==> src/rtl/mem_port_arbiter.sv <==
// Arbiter sharing one unified memory between the CPU port (C) and a debug/loader port (D).
// Round-robin on ties, fixed ACC_CYCLES access window, completion pulse and CPU stall.
module mem_port_arbiter #(
    parameter int unsigned ACC_CYCLES = 1,
    parameter int unsigned ADDR_W     = 32,
    parameter int unsigned DATA_W     = 32
) (
    input  logic              clk_i,
    input  logic              reset_i,
    input  logic              cpu_req_i,
    input  logic              cpu_we_i,
    input  logic [ADDR_W-1:0] cpu_addr_i,
    input  logic [DATA_W-1:0] cpu_wdata_i,
    output logic              cpu_gnt_o,
    output logic              cpu_done_o,
    output logic [DATA_W-1:0] cpu_rdata_o,
    output logic              cpu_stall_o,
    input  logic              dbg_req_i,
    input  logic              dbg_we_i,
    input  logic [ADDR_W-1:0] dbg_addr_i,
    input  logic [DATA_W-1:0] dbg_wdata_i,
    input  logic              dbg_lock_i,
    output logic              dbg_gnt_o,
    output logic              dbg_done_o,
    output logic [DATA_W-1:0] dbg_rdata_o,
    output logic [ADDR_W-1:0] mem_addr_o,
    output logic [DATA_W-1:0] mem_wdata_o,
    output logic              mem_read_o,
    output logic              mem_write_o,
    input  logic [DATA_W-1:0] mem_rdata_i
);

    typedef enum logic [1:0] {StIdle, StAccess, StDone} state_e;

    localparam int unsigned CntW = 4;
    localparam logic [CntW-1:0] CntInit = CntW'(ACC_CYCLES - 1);

    state_e            state_q, state_d;
    logic              owner_q, owner_d;  // 1 = port D
    logic [CntW-1:0]   cnt_q, cnt_d;
    logic              first_q, first_d;
    logic              we_q, we_d;
    logic [ADDR_W-1:0] addr_q, addr_d;
    logic [DATA_W-1:0] wdata_q, wdata_d;
    logic [DATA_W-1:0] cpu_rdata_q, cpu_rdata_d;
    logic [DATA_W-1:0] dbg_rdata_q, dbg_rdata_d;

    logic elig_c, elig_d, pick_d, in_access, in_done;

    assign elig_c = cpu_req_i & ~dbg_lock_i;
    assign elig_d = dbg_req_i;
    // D wins when it is alone, or on a tie when C owned the previous access.
    assign pick_d = elig_d & (~elig_c | ~owner_q);

    always_comb begin
        state_d     = state_q;
        owner_d     = owner_q;
        cnt_d       = cnt_q;
        first_d     = first_q;
        we_d        = we_q;
        addr_d      = addr_q;
        wdata_d     = wdata_q;
        cpu_rdata_d = cpu_rdata_q;
        dbg_rdata_d = dbg_rdata_q;
        unique case (state_q)
            StIdle, StDone: begin
                if (elig_c | elig_d) begin
                    state_d = StAccess;
                    owner_d = pick_d;
                    cnt_d   = CntInit;
                    first_d = 1'b1;
                    we_d    = pick_d ? dbg_we_i    : cpu_we_i;
                    addr_d  = pick_d ? dbg_addr_i  : cpu_addr_i;
                    wdata_d = pick_d ? dbg_wdata_i : cpu_wdata_i;
                end else begin
                    state_d = StIdle;
                end
            end
            StAccess: begin
                first_d = 1'b0;
                if (cnt_q == '0) begin
                    state_d = StDone;
                    if (!we_q) begin
                        if (owner_q) dbg_rdata_d = mem_rdata_i;
                        else         cpu_rdata_d = mem_rdata_i;
                    end
                end else begin
                    cnt_d = cnt_q - CntW'(1);
                end
            end
            default: state_d = StIdle;
        endcase
    end

    always_ff @(posedge clk_i) begin
        if (reset_i) begin
            state_q     <= StIdle;
            owner_q     <= 1'b1;
            cnt_q       <= '0;
            first_q     <= 1'b0;
            we_q        <= 1'b0;
            addr_q      <= '0;
            wdata_q     <= '0;
            cpu_rdata_q <= '0;
            dbg_rdata_q <= '0;
        end else begin
            state_q     <= state_d;
            owner_q     <= owner_d;
            cnt_q       <= cnt_d;
            first_q     <= first_d;
            we_q        <= we_d;
            addr_q      <= addr_d;
            wdata_q     <= wdata_d;
            cpu_rdata_q <= cpu_rdata_d;
            dbg_rdata_q <= dbg_rdata_d;
        end
    end

    assign in_access = (state_q == StAccess);
    assign in_done   = (state_q == StDone);

    assign cpu_gnt_o   = in_access & first_q & ~owner_q;
    assign dbg_gnt_o   = in_access & first_q & owner_q;
    assign cpu_done_o  = in_done & ~owner_q;
    assign dbg_done_o  = in_done & owner_q;
    assign cpu_rdata_o = cpu_rdata_q;
    assign dbg_rdata_o = dbg_rdata_q;
    assign cpu_stall_o = cpu_req_i | (in_access & ~owner_q);

    assign mem_addr_o  = in_access ? addr_q : '0;
    assign mem_wdata_o = in_access ? wdata_q : '0;
    assign mem_read_o  = in_access & ~we_q;
    assign mem_write_o = in_access & first_q & we_q;

endmodule

==> config.mk <==
export PLATFORM = sky130hd
export DESIGN_NAME = mem_port_arbiter
export DESIGN_NICKNAME = d
export VERILOG_FILES = /design/src/rtl/mem_port_arbiter.sv
export SDC_FILE = /design/constraint.sdc
export NUM_CORES = 1
export LEC_CHECK = 0
export ABC_CLOCK_PERIOD_IN_PS = 4500
export CORE_MARGIN = 2
export CORE_UTILIZATION = 36
export DETAILED_ROUTE_END_ITERATION = 7
export GPL_ROUTABILITY_DRIVEN = 1
export MAX_ROUTING_LAYER = met4
export PLACE_DENSITY = 0.85
export SYNTH_ARGS = -nofsm -noshare
export SYNTH_HDL_FRONTEND = slang
export SYNTH_SLANG_ARGS = --single-unit
export TNS_END_PERCENT = 5
==> constraint.sdc <==
create_clock -name clk_i -period 4.5 [get_ports clk_i]
set_input_delay 0.675 -clock clk_i [delete_from_list [all_inputs] [get_ports clk_i]]
set_output_delay 0.675 -clock clk_i [all_outputs]
set_load 0.05 [all_outputs]
==> impl_summary.log <==
[metrics] status: completed
[metrics] Routability Congestion: 0.7961
[metrics] worst slack at placement: 1.389 ns
[metrics] total setup buffers inserted after CTS: 0
[metrics] final WL: 17340 µm
[metrics] detailed-route wire length per cell: 14.57 µm
[metrics] fill count: 1380
[metrics] global-route wire length before repair: 26580 µm
[metrics] Hold WC Path Type: reg2reg
[metrics] data required time at the worst endpoint: 3.83 ns
[metrics] sequential-to-total area share from yosys stat: 0.4809
[metrics] Highest Clock Rate: 0.2836 GHz
[metrics] DRT antenna net count: 0
[metrics] leak pwr: 3.612 nW
[metrics] H-tree levels: 4
[metrics] arrival time at the worst endpoint: 2.85 ns
[metrics] setup TNS: 0 ns
[metrics] clock tree from TritonCTS: built
[metrics] RR Startpoint: cnt_q[0]
[metrics] largest voltage drop on the vdd net: 0.2834 mV
[metrics] clk sink count: 137
[metrics] Max Fanout on Critical Path: 40
[metrics] global-route usage over all layers: 0.2051
[metrics] DRC errors left: 0
[metrics] TritonCTS Buffers: 17
[metrics] HPWL Detailed: 12620 µm
[metrics] RSZ-0062 raised after global routing: false
[metrics] post-cts resize count: 0
[metrics] hold path startpoint: addr_q[10]
[metrics] number of max-capacitance violations reported: 0
[metrics] measured slew at the worst slew-check pin: 1.114 ns
[metrics] full die area: 16860 µm²
[metrics] flops & latches, synth: 137
[metrics] relative slew slack: 0.2573
[metrics] Gate Count Post-Synth: 685
[metrics] share of final-layout standard cells stronger than drive strength 1: 0.04415
[metrics] number of standard cells in the layout, taps in and fillers out: 1190
[metrics] Worst Hold Endpoint: addr_q[10]
[metrics] DR iter-0 viols: 218
[metrics] Final Worst Setup Slack: 0.9734 ns
[metrics] via total after detailed routing: 5606
[metrics] final hold vios: 0
[metrics] Hold Slack: 0.4422 ns
[metrics] netlist area before placement: 5703 µm²
[metrics] Mapped Avg Cell Area: 8.326 µm²
[metrics] number of global-route vias before repair: 5275
[metrics] number of iterations in the first detailed-routing pass: 7
[metrics] boundary pin count: 302
[metrics] horizontal die dimension: 129.9 µm
[metrics] final count of negative-setup-slack endpoints: 0
[metrics] antenna violations before repair: 0
[metrics] largest net degree at the start of global routing: 73
[metrics] count of hold buffers inserted by post-cts repair: 0
[metrics] share of the synthesized area in the top cell type: 0.4809
[metrics] dominant synthesized flop cell: sky130_fd_sc_hd__dfxtp_1
[metrics] initial core utilization: 0.3643
[metrics] crit end category: output pin
[metrics] ANT cells: 0
[metrics] Max Buffers Root-to-Sink: 2
[metrics] post-layout power: 3.280 mW
[metrics] layout net count: 1131
[metrics] share of the clock period used by the worst path after layout: 0.7837
[metrics] clock period minus worst slack: 3.527 ns
[metrics] final global-route overflow total: 0
[metrics] launching element type of the critical path: flip-flop
[metrics] count of cell types in the netlist: 34
[metrics] most instantiated library cell after synthesis: sky130_fd_sc_hd__nand2_1
[metrics] r2r worst-path depth: 7
[metrics] post-CTS clock slew at the launch and capture registers of the worst setup and hold paths: 0.06 ns
[metrics] post-detailed-route via-to-cell ratio: 4.711
[metrics] die height: 129.9 µm
[metrics] Synth async-reset ratio: 0
[metrics] Site Rows: 46
[metrics] cell taking the most area after synthesis: sky130_fd_sc_hd__dfxtp_1
[metrics] hold-critical path depth: 2
[metrics] class of the most critical setup path: reg2out
[metrics] count of placed standard cells including taps: 1160
[metrics] top area cells in the synthesized netlist: sky130_fd_sc_hd__dfxtp_1 (48%), sky130_fd_sc_hd__nand2_1 (13%), sky130_fd_sc_hd__mux2i_1 (12%), sky130_fd_sc_hd__and2_1 (7.0%), sky130_fd_sc_hd__a21oi_1 (5.7%)
[metrics] endpoint of the lowest-slack register-to-register path: cpu_rdata_o[25]
[metrics] count of flip-flops with a built-in enable after synthesis: 0
[metrics] slack of the worst reg-to-reg path: 2.16 ns
[metrics] Post-synth top cells: sky130_fd_sc_hd__nand2_1 (197), sky130_fd_sc_hd__dfxtp_1 (137), sky130_fd_sc_hd__mux2i_1 (66), sky130_fd_sc_hd__a21oi_1 (65), sky130_fd_sc_hd__and2_1 (64)
[metrics] Skew-Pair Late Insertion Delay: 0.40 ns
[metrics] clock tree root driver cell: sky130_fd_sc_hd__clkbuf_16
[metrics] max-slew violation total from the final report: 0
[metrics] final clock skew: 0.009953 ns
[metrics] net count of the mapped netlist: 853
[metrics] synth-to-layout area growth: 65.09%
[metrics] Power per Cell Area: 348.4 nW/µm²
[metrics] IO Port Bufs: 301
[metrics] total core area: 15660 µm²
[metrics] synthesis warning total: 0
-- worst max path at each step --
| stage | from | to | cells past startpoint |
|---|---|---|---|
| after floorplan | state_q[0] | dbg_rdata_o[10] | 5 |
| after global placement | state_q[0] | mem_addr_o[15] | 4 |
| after detailed placement | state_q[0] | mem_addr_o[15] | 4 |
| after CTS | state_q[0] | mem_addr_o[15] | 4 |
| after global routing | state_q[0] | mem_addr_o[15] | 4 |
| final | state_q[0] | mem_addr_o[15] | 4 |
-- stage by stage --
step / utilization / area, µm²
floorplan: - / 5703
global placement: 0.5662 / 8864
detailed placement: 0.5662 / 8864
CTS: 0.6014 / 9415
global route: 0.6014 / 9415
finish: 0.6014 / 9415
-- routing by layer --
| layer | vias up | part of all wire | track usage |
|---|---|---|---|
| li1 | 2815 | - | - |
| met2 | 225 | 0.50 | 0.3532 |
| met5 | - | 0 | - |
| met4 | 0 | 0.016 | 0.06388 |
| met1 | 2541 | 0.42 | 0.2388 |
| met3 | 25 | 0.062 | 0.04510 |
-- flip-flops by register name (all words and copies together) (netlist names) --
name,count
addr_q,32
cpu_rdata_o,32
dbg_rdata_o,32
wdata_q,32
cnt_q,4
state_q,2
first_q,1
owner_q,1
we_q,1
-- cell families (layout without fill, tap and decap cells) --
logic type                 after synthesis  in the layout  synth area share
and+or+nand+nor                        289            289            0.2321
AOI/OAI and AO/OA                      138            138            0.1253
DFF                                    137            137            0.4809
muxes                                   66             66            0.1158
buffers and inverters                   54            343           0.04366
adders and majority gates                1              1          0.002194
-- critical path, stage by stage, from the launching register on --
cell	delay, ns
sky130_fd_sc_hd__dfxtp_1	0.46
sky130_fd_sc_hd__nor2b_4	0.55
sky130_fd_sc_hd__buf_4	0.42
sky130_fd_sc_hd__and2_1	0.21
sky130_fd_sc_hd__clkdlybuf4s50_1	0.82
-- power by group --
part / internal (mW) / switching [mW]
sequential: 1.29 / 0.0471
combinational: 0.284 / 0.340
clock: 0.820 / 0.495
-- area by class of cell --
class                      instances  area, µm²  area share
tap                              216      270.3     0.02870
clock inverter                     9      101.3     0.01076
inverter                           2      7.507   0.0007973
timing repair buffer             311       3095      0.3288
clock buffer                      21      450.4     0.04784
sequential                       137       2743      0.2913
multi-input combinational        494       2748      0.2918
-- layout by cell type (no fill, tap or decap), types with 3 or more instances in the layout --
cell type,n
sky130_fd_sc_hd__clkdlybuf4s50_1,300
sky130_fd_sc_hd__nand2_1,197
sky130_fd_sc_hd__dfxtp_1,137
sky130_fd_sc_hd__mux2i_1,66
sky130_fd_sc_hd__a21oi_1,65
sky130_fd_sc_hd__and2_1,64
sky130_fd_sc_hd__o21ai_0,55
sky130_fd_sc_hd__clkbuf_16,17
sky130_fd_sc_hd__o21ai_1,10
sky130_fd_sc_hd__buf_4,9
sky130_fd_sc_hd__clkinv_2,5
sky130_fd_sc_hd__nor3b_1,4
sky130_fd_sc_hd__nand2b_1,3
sky130_fd_sc_hd__and3_1,3
sky130_fd_sc_hd__nor2_1,3
sky130_fd_sc_hd__clkbuf_1,3
No activity file was read; power rests on OpenSTA's default activity.
